===== src/rtl/timer_irq_peripheral.sv =====
// Memory-mapped timer and interrupt source for the single-cycle MIPS core.
//
// This block raises IRQ. The Control unit consumes it by diverting the PC to
// the handler and linking into $k0. The CPU data-memory bus programs the
// timer through MemWr/MemRd and a byte address. The timer also provides a
// free-running systick counter.
//
// Register window (word offsets from BASE_ADDR):
//   +0x0 TH      reload value, R/W
//   +0x4 TL      count, R/W
//   +0x8 TCON    [0]=run [1]=irq_en [2]=irq_status, R/W; [31:3] read 0
//   +0xC SYSTICK free-running cycle counter, read-only
//
// Ports:
//   clk       system clock, posedge
//   reset     asynchronous active-high reset
//   MemRd     bus read strobe (no side effects)
//   MemWr     bus write strobe, sampled at posedge clk
//   Addr      byte address; bits [1:0] ignored
//   WriteData bus write data
//   ReadData  read data, combinational from Addr/MemRd
//   kernel    CPU in kernel mode; masks IRQ
//   IRQ       level interrupt request to Control
module timer_irq_peripheral #(
  parameter logic [31:0] BASE_ADDR = 32'h4000_0000,
  parameter int unsigned PRESCALE  = 1
) (
  input  logic        clk,
  input  logic        reset,
  input  logic        MemRd,
  input  logic        MemWr,
  input  logic [31:0] Addr,
  input  logic [31:0] WriteData,
  output logic [31:0] ReadData,
  input  logic        kernel,
  output logic        IRQ
);

  localparam int unsigned CntW = (PRESCALE > 1) ? $clog2(PRESCALE) : 1;
  localparam logic [CntW-1:0] CntLast = CntW'(PRESCALE - 1);

  logic [31:0]     th_q, tl_q, systick_q;
  logic [CntW-1:0] cnt_q;
  logic            run_q, irq_en_q, irq_status_q;

  // Byte-lane bits are ignored by the decoder.
  logic [1:0] unused_addr_lsb;
  assign unused_addr_lsb = Addr[1:0];

  // Decode on word address; the subtraction also keeps the window correct
  // for a BASE_ADDR that is not 16-byte aligned.
  logic [29:0] word_off;
  logic        in_win;
  logic [1:0]  idx;
  assign word_off = Addr[31:2] - BASE_ADDR[31:2];
  assign in_win   = (word_off < 30'd4);
  assign idx      = word_off[1:0];

  logic wr_th, wr_tl, wr_tcon;
  assign wr_th   = MemWr & in_win & (idx == 2'd0);
  assign wr_tl   = MemWr & in_win & (idx == 2'd1);
  assign wr_tcon = MemWr & in_win & (idx == 2'd2);

  logic tick, overflow, status_set;
  assign tick       = run_q & (cnt_q == CntLast);
  assign overflow   = tick & (tl_q == 32'hFFFF_FFFF);
  // A CPU write to TL on the same edge suppresses both reload and status.
  assign status_set = overflow & irq_en_q & ~wr_tl;

  always_ff @(posedge clk or posedge reset) begin
    if (reset) begin
      th_q         <= '0;
      tl_q         <= '0;
      systick_q    <= '0;
      cnt_q        <= '0;
      run_q        <= 1'b0;
      irq_en_q     <= 1'b0;
      irq_status_q <= 1'b0;
    end else begin
      systick_q <= systick_q + 32'd1;

      if (run_q) begin
        cnt_q <= tick ? '0 : cnt_q + CntW'(1);
      end

      if (wr_th) begin
        th_q <= WriteData;
      end

      // Reload uses the TH value from before any same-edge TH write.
      if (wr_tl) begin
        tl_q <= WriteData;
      end else if (tick) begin
        tl_q <= overflow ? th_q : tl_q + 32'd1;
      end

      if (wr_tcon) begin
        run_q    <= WriteData[0];
        irq_en_q <= WriteData[1];
      end

      // Hardware set beats a software clear on the same edge.
      irq_status_q <= status_set | (wr_tcon ? WriteData[2] : irq_status_q);
    end
  end

  always_comb begin
    ReadData = '0;
    if (MemRd && in_win) begin
      case (idx)
        2'd0:    ReadData = th_q;
        2'd1:    ReadData = tl_q;
        2'd2:    ReadData = {29'd0, irq_status_q, irq_en_q, run_q};
        default: ReadData = systick_q;
      endcase
    end
  end

  assign IRQ = irq_status_q & irq_en_q & ~kernel;

endmodule


===== config.mk =====
export PLATFORM = sky130hd
export DESIGN_NAME = timer_irq_peripheral
export DESIGN_NICKNAME = d
export VERILOG_FILES = /design/src/rtl/timer_irq_peripheral.sv
export SDC_FILE = /design/constraint.sdc
export NUM_CORES = 1
export LEC_CHECK = 0
export ABC_AREA = 1
export BUFFER_PORTS_ARGS = -buffer_cell sky130_fd_sc_hd__buf_2
export CAP_MARGIN = 0
export CORE_MARGIN = 3
export CORE_UTILIZATION = 40
export DETAILED_ROUTE_END_ITERATION = 10
export PLACE_DENSITY = 0.69
export SETUP_SLACK_MARGIN = 0.05
export SLEW_MARGIN = 15
export SYNTH_ARGS = -nofsm -noshare
export SYNTH_HDL_FRONTEND = slang
export SYNTH_SLANG_ARGS = --single-unit
export TNS_END_PERCENT = 10

===== constraint.sdc =====
create_clock -name clk -period 2.9 [get_ports clk]
set_clock_uncertainty 0.2 [all_clocks]
set_input_delay 0.29 -clock clk [delete_from_list [all_inputs] [get_ports clk]]
set_output_delay 0.29 -clock clk [all_outputs]
set_load 0.01 [all_outputs]

==> flow_summary.toml <==
[routing]
ant_nets = 0
drc = 0
vias = 7221
drt-total-wl_um = 22000
wl_per_cell_um = 15.8
drt-vias-per-instance = 5.17
drt_iter0_markers = 558
drtPass1Iterations = 5

[synth]
ys.flop_type = "dfrtp_1"
syn_inst = 1056
yosysTopAreaCell = "dfrtp_1"
synth_area_per_cell_um2 = 6.55
ys_types = 40
synthArstFlopShare_pct = 100
ys_seq_area_share_pct = 36.2
synthesis.nets = 1127
syn_area_um2 = 6910
synth.area.top_cells = "dfrtp_1, nand2_1, nand3_1, inv_1, nor2_1"
synth_seq_cells = 100
synth_top_area_share_pct = 36.2
yosysWarnings = 0
synth_edf_count = 0

[clock_tree]
clock-sinks = 100
postCtsSetupBuffers = 0
cts_resized = 0
cts.hold.buffers_added = 28
clk_latency_ns = 0.38
cts_tree = "built"
clock_path_buffers = 2
cts_buffers = 9
clkSlewWorstSetupHoldPaths_ns = 0.07
cts-root-buf = "clkbuf_16"
h-tree-depth = 3

[floorplan]
die_h_um = 137
rows = 47
io_pins = 102
fp.dieW_um = 137
start_util_pct = 41.3
dieArea_um2 = 18900
core_um2 = 16800

[final_layout]
fin_area_um2 = 8200
num-fill-cells = 1744
area_growth_pct = 18.6
final_nets = 1242
drive_gt1_share_pct = 14.5
antenna_cells = 0
final_core_util_pct = 48.9

[grt]
grt_pass1_vias = 6731
antenna_found_initial = 0
met2_usage_pct = 37.1
grt_start_max_net_pins = 101
gr-max-usage-layer = "met2"
use_met3_pct = 4.86
track_usage_pct = 24.2
grt_overflow = 0
use_met1_pct = 34.0
grt_pass1_wl_um = 35100

[worst_setup_path]
worstPathMaxFanout = 32
required_ns = 2.41
worstSetupPathType = "in2out"
end_kind = "primary output"
start_kind = "input pin"
cp.arrival_ns = 1.96

[timing]
drv_slew = 0
setup_viol = 0
fin_ws_ns = 0.454
worst_pin_slew_ns = 0.803
relSlewSlack_pct = 46.4
final_hold_viol_count = 0
finalCritPeriodShare_pct = 84.4
rsz0062_at_grt = "false"
timing.setup.tns_ns = 0
max_freq_ghz = 0.409
fin_crit_ns = 2.45

[power]
p_switching_uw = 695
power_frac_comb_pct = 6.5
p_leak_uw = 0.00385
power_frac_seq_pct = 50.1
ir_drop_uv = 292
p_per_area_nw_per_um2 = 339
power.switching_fraction_pct = 25.0
p_int_uw = 2090
power.total_uw = 2780
pwr-share-clk_pct = 43.4

[placed_design]
placed_cell_area_um2 = 7630
place_hpwl_um = 16200
pre_cts_ws_ns = 0.485
gp_congestion = 0.935
port_buffers = 99

[hold_path]
min_path_type = "in2reg"

[outcome]
outcome = "complete, no violations"

[run]
max_cap_viol_count = 0
-- cells by family after synthesis --
family          count (synthesis)  synth area share [%]
simple gates                  683                  43.1
buf+inv                       155                  9.12
flops                         100                  36.2
compound gates                 79                  6.57
xor+xnor                       37                  4.69
fa+ha+maj                       2                 0.362
-- state kept, by name, indices dropped and copies added (netlist names) --
name,flops
tl_q,32
irq_en_q,1
systick_q,32
run_q,1
th_q,32
irq_status_q,1
cnt_q,1
-- Yosys cell counts (2+ instances only) --
| master | count |
|---|---|
| nand2_1 | 390 |
| inv_1 | 114 |
| nor2_1 | 106 |
| dfrtp_1 | 100 |
| nand3_1 | 95 |
| nand4_1 | 28 |
| o21ai_0 | 28 |
| a31oi_1 | 24 |
| clkbuf_1 | 22 |
| xor2_1 | 19 |
| xnor2_1 | 18 |
| nor3_1 | 15 |
| nand2_2 | 14 |
| o21ai_1 | 12 |
| nor2_2 | 10 |
| buf_2 | 7 |
| nand3b_1 | 6 |
| a21oi_1 | 5 |
| buf_4 | 5 |
| nor2_4 | 5 |
| a221oi_1 | 4 |
| inv_2 | 4 |
| nand3_2 | 3 |
| nor4_1 | 3 |
| and2_0 | 2 |
| ha_1 | 2 |
| o22ai_1 | 2 |
-- through the flow --
step,hold slack [ns],cells
after floorplan,0.223,1056
after global placement,0.261,1352
after detailed placement,0.271,1352
after CTS,0.00265,1396
after global routing,0.0168,1396
final,0.00637,1396
-- metal layers --
layer / wire length, um / up-vias
met4: 685 / 0
met3: 1720 / 43
met5: 0 / -
li1: - / 3578
met1: 9970 / 3328
met2: 9660 / 272
-- path summary, 6_finish.rpt --
check	to	start	cells after the start	slack [ns]
min in group asynchronous	systick_q[29]	reset	4	0.44
setup / recovery	ReadData[16]	Addr[20]	10	0.45
hold reg to reg	systick_q[31]	systick_q[31]	1	0.28
hold / removal	th_q[25]	WriteData[25]	3	0.006
max in group asynchronous	th_q[22]	reset	4	1.60
setup reg to reg	tl_q[24]	tl_q[0]	8	0.54
-- area by class of cell --
class                           count  area [um2]  area share (%)
Clock buffer                       11         243            2.96
Clock inverter                      5        42.5           0.519
Inverter                          119         455            5.56
Multi-Input combinational cell    801        3780            46.1
Sequential cell                   100        2500            30.5
Tap cell                          220         275            3.36
Timing Repair Buffer              140         898            11.0
-- cells in the final DEF, fill, tap and decap left out, types with 2 or more instances in the layout --
cell type and count:
nor2_2 10, inv_1 113, and2_0 2, dlygate4sd3_1 28, nor3_1 15, nand4_1 28, nor2_1 106, a221oi_1 4
o21ai_0 28, nand2_1 390, inv_2 4, buf_2 99, dfrtp_1 100, buf_12 2, nand3b_1 6, buf_4 11
ha_1 2, nand2_2 14, a31oi_1 24, o21ai_1 12, clkbuf_16 9, nand3_2 3, nor2_4 5, a21oi_1 5
o22ai_1 2, xnor2_1 18, clkinvlp_4 2, inv_6 4, nor4_1 3, nand3_1 95, xor2_1 19
-- worst max-delay path: stages --
cell and delay [ns]:
buf_2 0.10, nor2_1 0.09, nand2_1 0.07, nor2_1 0.15
nand2_1 0.11, nor2_4 0.21, nand2_1 0.08, buf_4 0.28
a31oi_1 0.36, buf_2 0.20
-- power groups by stage --
stage / Sequential [uW] / Combinational [uW] / Clock, uW
after global placement: 1420 / 150 / 0
final: 1390 / 181 / 1210
after floorplan: 1420 / 64.8 / 0
after global routing: 1390 / 201 / 1280
after detailed placement: 1420 / 152 / 0
after CTS: 1390 / 182 / 1240
No activity file was read; power rests on OpenSTA's default activity.
